$ cat src/rtl/cp0_pkg.sv
// cp0_pkg: shared constants for the coprocessor-0 slice.
//   - ExcCode values carried in cause_in[3:2]
//   - CP0 register numbers for Status, Cause and EPC
//   - selpc and mfc0 select encodings
package cp0_pkg;

    typedef enum logic [1:0] {
        EXC_INT = 2'b00,
        EXC_SYS = 2'b01,
        EXC_UNI = 2'b10,
        EXC_OVR = 2'b11
    } exc_code_e;

    localparam int unsigned CP0_REG_STATUS = 12;
    localparam int unsigned CP0_REG_CAUSE  = 13;
    localparam int unsigned CP0_REG_EPC    = 14;

    typedef enum logic [1:0] {
        SELPC_NPC = 2'b00,
        SELPC_EPC = 2'b01,
        SELPC_EXC = 2'b10
    } selpc_e;

    typedef enum logic [1:0] {
        MFC0_WB  = 2'b00,
        MFC0_STA = 2'b01,
        MFC0_CAU = 2'b10,
        MFC0_EPC = 2'b11
    } mfc0_e;

endpackage

$ cat src/rtl/cp0_regs_if.sv
// cp0_regs_if: bundle between the interrupt-aware control decoder / datapath
// (master) and the CP0 register block (slave).
//   master drives: intr_in, inta, exc, wsta, wcau, wepc, mtc0, mfc0, selpc,
//                  cause_in, rt_data, pc, npc, wb_data
//   slave drives:  intr, sta, cau, epc, c0_rdata, next_pc
interface cp0_regs_if;
    logic        intr_in;
    logic        intr;
    logic        inta;
    logic        exc;
    logic        wsta;
    logic        wcau;
    logic        wepc;
    logic        mtc0;
    logic [1:0]  mfc0;
    logic [1:0]  selpc;
    logic [31:0] cause_in;
    logic [31:0] rt_data;
    logic [31:0] pc;
    logic [31:0] npc;
    logic [31:0] wb_data;
    logic [31:0] sta;
    logic [31:0] cau;
    logic [31:0] epc;
    logic [31:0] c0_rdata;
    logic [31:0] next_pc;

    modport master (
        output intr_in, inta, exc, wsta, wcau, wepc, mtc0, mfc0, selpc,
               cause_in, rt_data, pc, npc, wb_data,
        input  intr, sta, cau, epc, c0_rdata, next_pc
    );

    modport slave (
        input  intr_in, inta, exc, wsta, wcau, wepc, mtc0, mfc0, selpc,
               cause_in, rt_data, pc, npc, wb_data,
        output intr, sta, cau, epc, c0_rdata, next_pc
    );
endinterface

$ cat src/rtl/intr_sync.sv
// intr_sync: brings the raw external interrupt level into the clock domain,
// detects its rising edge and holds it as a pending request until acknowledged.
//   clk, rst  : clock, asynchronous active-high reset
//   intr_in   : raw asynchronous interrupt level
//   inta      : acknowledge, clears the pending request
//   intr      : pending request
module intr_sync #(
    parameter int SYNC_STAGES = 2   // must be at least 2
) (
    input  logic clk,
    input  logic rst,
    input  logic intr_in,
    input  logic inta,
    output logic intr
);

    logic [SYNC_STAGES-1:0] sync_q;
    logic [SYNC_STAGES-1:0] sync_d;
    logic                   prev_q;
    logic                   pend_q;
    logic                   pend_d;
    logic                   rise;

    assign sync_d = {sync_q[SYNC_STAGES-2:0], intr_in};
    assign rise   = sync_q[SYNC_STAGES-1] & ~prev_q;
    // A new edge wins over a simultaneous acknowledge so no request is lost.
    assign pend_d = rise | (pend_q & ~inta);

    always_ff @(posedge clk or posedge rst) begin
        if (rst) begin
            sync_q <= '0;
            prev_q <= 1'b0;
            pend_q <= 1'b0;
        end else begin
            sync_q <= sync_d;
            prev_q <= sync_q[SYNC_STAGES-1];
            pend_q <= pend_d;
        end
    end

    assign intr = pend_q;

endmodule

$ cat src/rtl/cp0_regs.sv
// cp0_regs: Status / Cause / EPC registers, interrupt request latch,
// next-PC select and mfc0 read mux.
//   clk, rst : clock, asynchronous active-high reset
//   bus      : cp0_regs_if.slave (decoder controls, datapath values, CP0 outputs)
// Status holds an 8-deep stack of 4-bit interrupt masks: an exception pushes
// a zero nibble at the bottom, eret pops it.
module cp0_regs
    import cp0_pkg::*;
#(
    parameter logic [31:0] EXC_BASE    = 32'h0000_0008,
    parameter int          SYNC_STAGES = 2
) (
    input  logic          clk,
    input  logic          rst,
    cp0_regs_if.slave     bus
);

    logic [31:0] sta_q, sta_d;
    logic [31:0] cau_q, cau_d;
    logic [31:0] epc_q, epc_d;
    logic        intr_w;
    logic        eret;

    assign eret = bus.wsta && (bus.selpc == SELPC_EPC);

    always_comb begin
        sta_d = sta_q;
        if (bus.exc) begin
            sta_d = {sta_q[27:0], 4'b0000};
        end else if (eret) begin
            sta_d = {4'b0000, sta_q[31:4]};
        end else if (bus.wsta && bus.mtc0) begin
            sta_d = bus.rt_data;
        end
    end

    always_comb begin
        cau_d = cau_q;
        if (bus.exc) begin
            cau_d = bus.cause_in;
        end else if (bus.wcau && bus.mtc0) begin
            cau_d = bus.rt_data;
        end
    end

    // Faults (unimplemented, overflow) save the faulting pc so it can be
    // re-executed; interrupts and syscalls resume at the following instruction.
    always_comb begin
        epc_d = epc_q;
        if (bus.exc) begin
            case (bus.cause_in[3:2])
                EXC_INT, EXC_SYS: epc_d = bus.npc;
                default:          epc_d = bus.pc;
            endcase
        end else if (bus.wepc && bus.mtc0) begin
            epc_d = bus.rt_data;
        end
    end

    always_ff @(posedge clk or posedge rst) begin
        if (rst) begin
            sta_q <= '0;
            cau_q <= '0;
            epc_q <= '0;
        end else begin
            sta_q <= sta_d;
            cau_q <= cau_d;
            epc_q <= epc_d;
        end
    end

    intr_sync #(
        .SYNC_STAGES (SYNC_STAGES)
    ) u_intr_sync (
        .clk     (clk),
        .rst     (rst),
        .intr_in (bus.intr_in),
        .inta    (bus.inta),
        .intr    (intr_w)
    );

    // Read paths see the register values before this cycle's update.
    always_comb begin
        case (bus.mfc0)
            MFC0_STA: bus.c0_rdata = sta_q;
            MFC0_CAU: bus.c0_rdata = cau_q;
            MFC0_EPC: bus.c0_rdata = epc_q;
            default:  bus.c0_rdata = bus.wb_data;
        endcase
    end

    always_comb begin
        case (bus.selpc)
            SELPC_NPC: bus.next_pc = bus.npc;
            SELPC_EPC: bus.next_pc = epc_q;
            default:   bus.next_pc = EXC_BASE;
        endcase
    end

    assign bus.intr = intr_w;
    assign bus.sta  = sta_q;
    assign bus.cau  = cau_q;
    assign bus.epc  = epc_q;

endmodule

$ cat src/flat_wrapper.sv
// flat-port wrapper written by rule: the top's interface ports become plain ports
module cp0_regs_flat import cp0_pkg::*;
#(
    parameter logic [31:0] EXC_BASE    = 32'h0000_0008,
    parameter int          SYNC_STAGES = 2
)
  (clk, rst, bus_intr_in, bus_inta, bus_exc, bus_wsta, bus_wcau, bus_wepc, bus_mtc0, bus_mfc0, bus_selpc, bus_cause_in, bus_rt_data, bus_pc, bus_npc, bus_wb_data, bus_intr, bus_sta, bus_cau, bus_epc, bus_c0_rdata, bus_next_pc);
  cp0_regs_if bus_i ();
  input  logic clk;
  input  logic rst;
  input wire logic [$bits(bus_i.intr_in)-1:0] bus_intr_in;
  input wire logic [$bits(bus_i.inta)-1:0] bus_inta;
  input wire logic [$bits(bus_i.exc)-1:0] bus_exc;
  input wire logic [$bits(bus_i.wsta)-1:0] bus_wsta;
  input wire logic [$bits(bus_i.wcau)-1:0] bus_wcau;
  input wire logic [$bits(bus_i.wepc)-1:0] bus_wepc;
  input wire logic [$bits(bus_i.mtc0)-1:0] bus_mtc0;
  input wire logic [$bits(bus_i.mfc0)-1:0] bus_mfc0;
  input wire logic [$bits(bus_i.selpc)-1:0] bus_selpc;
  input wire logic [$bits(bus_i.cause_in)-1:0] bus_cause_in;
  input wire logic [$bits(bus_i.rt_data)-1:0] bus_rt_data;
  input wire logic [$bits(bus_i.pc)-1:0] bus_pc;
  input wire logic [$bits(bus_i.npc)-1:0] bus_npc;
  input wire logic [$bits(bus_i.wb_data)-1:0] bus_wb_data;
  output wire logic [$bits(bus_i.intr)-1:0] bus_intr;
  output wire logic [$bits(bus_i.sta)-1:0] bus_sta;
  output wire logic [$bits(bus_i.cau)-1:0] bus_cau;
  output wire logic [$bits(bus_i.epc)-1:0] bus_epc;
  output wire logic [$bits(bus_i.c0_rdata)-1:0] bus_c0_rdata;
  output wire logic [$bits(bus_i.next_pc)-1:0] bus_next_pc;
  assign bus_i.intr_in = bus_intr_in;
  assign bus_i.inta = bus_inta;
  assign bus_i.exc = bus_exc;
  assign bus_i.wsta = bus_wsta;
  assign bus_i.wcau = bus_wcau;
  assign bus_i.wepc = bus_wepc;
  assign bus_i.mtc0 = bus_mtc0;
  assign bus_i.mfc0 = bus_mfc0;
  assign bus_i.selpc = bus_selpc;
  assign bus_i.cause_in = bus_cause_in;
  assign bus_i.rt_data = bus_rt_data;
  assign bus_i.pc = bus_pc;
  assign bus_i.npc = bus_npc;
  assign bus_i.wb_data = bus_wb_data;
  assign bus_intr = bus_i.intr;
  assign bus_sta = bus_i.sta;
  assign bus_cau = bus_i.cau;
  assign bus_epc = bus_i.epc;
  assign bus_c0_rdata = bus_i.c0_rdata;
  assign bus_next_pc = bus_i.next_pc;
  cp0_regs #(.EXC_BASE(EXC_BASE), .SYNC_STAGES(SYNC_STAGES)) u_core (.clk(clk), .rst(rst), .bus(bus_i));
endmodule
$ cat config.mk
export PLATFORM = sky130hd
export DESIGN_NAME = cp0_regs_flat
export DESIGN_NICKNAME = d
export VERILOG_FILES = /design/src/rtl/cp0_pkg.sv /design/src/rtl/cp0_regs_if.sv /design/src/rtl/intr_sync.sv /design/src/rtl/cp0_regs.sv /design/src/flat_wrapper.sv
export SDC_FILE = /design/constraint.sdc
export NUM_CORES = 1
export LEC_CHECK = 0
export ABC_AREA = 1
export BUFFER_PORTS_ARGS = -buffer_cell sky130_fd_sc_hd__buf_2
export CAP_MARGIN = 40
export CORE_AREA = 2 2 129 131
export CTS_CLUSTER_SIZE = 25
export DETAILED_ROUTE_END_ITERATION = 7
export DIE_AREA = 0 0 131 133
export PLACE_DENSITY = 0.79
export SLEW_MARGIN = 15
export SYNTH_ARGS = -nofsm -noshare
export SYNTH_HDL_FRONTEND = slang
export SYNTH_HIERARCHICAL = 1
export SYNTH_SLANG_ARGS = --single-unit
$ cat constraint.sdc
create_clock -name clk -period 6.72 [get_ports clk]
set_clock_uncertainty 0.05 [all_clocks]
set_input_delay 1.008 -clock clk [delete_from_list [all_inputs] [get_ports clk]]
set_output_delay 1.008 -clock clk [all_outputs]
set_load 0.01 [all_outputs]
==> impl_metrics.toml <==
[clock_network]
clk_path_buf_depth = 2
post_cts_resize_count = 0
tritoncts.num_buffers = 9
clk_pin_slew_worst_paths_ns = 0.07
tritoncts = "yes"
ctsHoldBuffers = 0
source_to_sink_clock_delay_at_the_later_pin_of_the_worst_skew_pair_ns = 0.35
number_of_sinks_on_the_clock_net = 100
clk_root_buffer_cell = "sky130_fd_sc_hd__clkbuf_16"
cts_setup_buffers = 0
cts.htree.levels = 3

[logic_synthesis]
synth.cell_area_um2 = 6590
synth_enable_flop_cells = 0
synthesis.area_per_instance_um2 = 6.52
synth_flop_cell = "sky130_fd_sc_hd__dfrtp_1"
synth-xor-area-share_pct = 0
synth.lib_cells_used.distinct = 26
post_synthesis_sequential_area_ratio_pct = 38.0
synth-warning-count = 6
share_of_synthesized_registers_carrying_an_async_set_or_reset_pct = 100
synthTopCellsByArea = "sky130_fd_sc_hd__dfrtp_1 38%, sky130_fd_sc_hd__nand2_1 23%, sky130_fd_sc_hd__inv_1 6.8%, sky130_fd_sc_hd__a31oi_1 5.2%, sky130_fd_sc_hd__nand3_1 4.3%"
muxShareOfSynthArea_pct = 0
synth_common_cells = "398 x sky130_fd_sc_hd__nand2_1, 119 x sky130_fd_sc_hd__inv_1, 100 x sky130_fd_sc_hd__dfrtp_1, 67 x sky130_fd_sc_hd__nor2_1, 56 x sky130_fd_sc_hd__nand3_1"
post_synth_inst_count = 1011
synth_compound_gate_area_share_pct = 13.1
synth_nets = 1184
yosys.area_share.adder_pct = 0
top_cell_type_by_total_area_after_synthesis = "sky130_fd_sc_hd__dfrtp_1"
cell_with_the_most_instances_after_synthesis = "sky130_fd_sc_hd__nand2_1"
post_synth_and_or_nand_nor_area_fraction_pct = 37.0
synth_top_family_by_area = "simple AND/OR/NAND/NOR gates"
synth_top_cell_area_share_pct = 38.0
number_of_flip_flops_and_latches_in_the_synthesized_netlist = 100

[routing]
vias = 8285
post_drt_wl_per_cell_um = 18.5
wl_mm = 28.2
number_of_drc_violations_after_detailed_routing_iteration_0 = 878
ant_nets = 0
iteration_count_of_the_initial_detailed_routing_pass = 5
detail_route.vias_per_cell = 5.44
drc = 0

[critical_path]
endpoint_kind = "output pin"
crit-reg2reg-capture = "u_core/bus.sta[18]$_DFFE_PP0P_"
path_max_fanout = 26
crit_required_ns = 5.66
path_common_cell = "sky130_fd_sc_hd__buf_2"
timing.critical_path.cells = "buf_2, inv_2, nand2_2, inv_1, nand2_1, o21ai_0, buf_2"
cp.arrival_ns = 3.12
path_class = "input pin to output pin"
cp.buffers_inverters = 4
r2r_cells = 5
max_stage_delay_ns = 0.74
critPathLaunchType = "input pin"
critical_path.top_delay_family = "buffers and inverters"
ff2ff_setup_slack_ns = 5.52
regToRegStartpoint = "u_core/bus.sta[14]$_DFFE_PP0P_"
critPathSlowestCell = "sky130_fd_sc_hd__inv_1"

[die]
die-height_um = 133
fp.dieArea_um2 = 17400
standard_cell_row_count = 47
ios = 334
fp.coreArea_um2 = 16200
start_util_pct = 40.8
chipWidth_um = 131

[timing]
final-max-slew-violation-count = 0
fin_setup_tns_ns = 0
final_min_period_over_clock_period_pct = 62.1
timing.final.hold_violations = 0
worst_slew_pin_slew_ns = 0.910
fmaxAchievable_mhz = 240
worst_slew_margin_rel_pct = 39.2
setup_viol = 0
finalCriticalPeriod_ns = 4.17
rsz0062_at_grt = "false"

[placement]
place_hpwl_mm = 20.5
port-buffer-count = 333
place_congestion = 0.947

[power_and_ir_drop]
comb_power_share_pct = 29.1
net_sw_share_pct = 35.7
power_switching_mw = 0.685
total_leakage_power_nw = 4.90
power_density_nw_per_um2 = 220
p_total_mw = 1.92
internal_mw = 1.23
power.sequential.fraction_pct = 40.5
p_clk_share_pct = 30.3
vdd_ir_drop_max_mv = 0.121

[min_path]
min_delay_path_depth = 0
worst_hold_startpoint = "u_core/u_intr_sync/sync_q[0]$_DFF_PP0_"
classification_of_the_worst_slack_hold_path = "flop to flop"
min_delay_worst_endpoint = "u_core/u_intr_sync/sync_q[1]$_DFF_PP0_"

[grt]
grt_overflow_total = 0
grt_antenna_before_repair = 3
first_pass_grt_wire_length_mm = 41.5
grt_pass1_vias = 7450
grt_max_degree = 76
track_usage_pct = 31.2

[cells_and_area]
area_growth_pct = 32.1
share_of_final_layout_standard_cells_stronger_than_drive_strength_1_pct = 29.6
layout.filler_cells = 1632
finalNetCount = 1470

[run_status]
run_status = "complete, no violations"

[run]
max_cap_viol_count = 0
==> placed cells by master (no fill, tap or decap), types with 17 or more instances in the layout <==
cell,instances
sky130_fd_sc_hd__o21ai_0,30
sky130_fd_sc_hd__nand4_1,39
sky130_fd_sc_hd__buf_2,333
sky130_fd_sc_hd__o2111ai_1,17
sky130_fd_sc_hd__or2_2,17
sky130_fd_sc_hd__dfrtp_1,100
sky130_fd_sc_hd__nand2_1,397
sky130_fd_sc_hd__nand3_1,56
sky130_fd_sc_hd__a31oi_1,55
sky130_fd_sc_hd__nor2_1,65
sky130_fd_sc_hd__inv_1,118
sky130_fd_sc_hd__o22ai_1,17
==> stage by stage <==
| step | instance area [um2] | worst slack [ns] | instances | hold WS, ns | utilization (%) |
|---|---|---|---|---|---|
| final | 8710 | 2.55 | 1524 | 0.300 | 53.9 |
| after floorplan | 6590 | 3.16 | 1011 | 0.281 | - |
| after global routing | 8710 | 2.38 | 1523 | 0.318 | 53.8 |
| after CTS | 8700 | 2.60 | 1522 | 0.301 | 53.8 |
| after detailed placement | 8380 | 2.59 | 1506 | 0.286 | 51.8 |
| after global placement | 8260 | 2.62 | 1501 | 0.283 | 51.1 |
==> worst register-to-register path, delay by kind of cell, from the launching register on <==
| family | cells | cell delay [ns] |
|---|---|---|
| buffers and inverters | 1 | 0.06 |
| flip-flops | 1 | 0.48 |
| AND/OR/NAND/NOR | 4 | 0.51 |
==> layer usage <==
metal | global-route usage, % | wire length [um] | part of all wire (%) | vias to the layer above
met1 | 42.0 | 11500 | 41 | 3894
met2 | 48.2 | 13200 | 47 | 495
li1 | - | - | - | 3825
met4 | 13.9 | 923 | 3.3 | 0
met3 | 6.39 | 2660 | 9.4 | 71
met5 | 0 | 0 | 0 | -
==> sequential cells by signal, summed over array words and instances, names as in the netlist <==
signal,flops
u_core/bus.epc,32
u_core/bus.sta,32
u_core/bus.cau,32
u_core/u_intr_sync/sync_q,2
u_core/u_intr_sync/prev_q,1
u_core/u_intr_sync/intr,1
==> worst max-delay path by stage <==
stage	start	end	slack (ns)	depth (start not counted)
after global placement	bus_mfc0[1]	bus_c0_rdata[19]	2.62	6
after global routing	bus_selpc[1]	bus_next_pc[7]	2.38	7
after detailed placement	bus_selpc[1]	bus_next_pc[7]	2.59	7
after floorplan	rst	u_core/bus.cau[0]$_DFFE_PP0P_	3.16	1
final	bus_selpc[1]	bus_next_pc[7]	2.55	7
after CTS	bus_selpc[1]	bus_next_pc[7]	2.60	7
==> cells by family after synthesis <==
logic type             count (synthesis)
AOI/OAI and AO/OA                    137
buffers and inverters                190
DFF                                  100
and+or+nand+nor                      584
==> power by group through the flow <==
stage	clock network, mW	logic [mW]	registers, mW
CTS	0.585	0.558	0.775
global placement	0	0.536	0.783
global route	0.609	0.617	0.786
finish	0.583	0.560	0.778
detailed placement	0	0.556	0.787
floorplan	0	0.275	0.785
==> layout make-up <==
cell class	instances	area [um2]	area share, %
clock buffer	11	243	2.79
multi-input combinational	721	3320	38.1
inverter	123	464	5.33
tap	220	275	3.16
antenna	2	5.00	0.0575
clock inverter	5	85.1	0.977
sequential	100	2500	28.7
timing repair buffer	342	1810	20.8
Note: power is estimated with default switching activity, not from simulation.
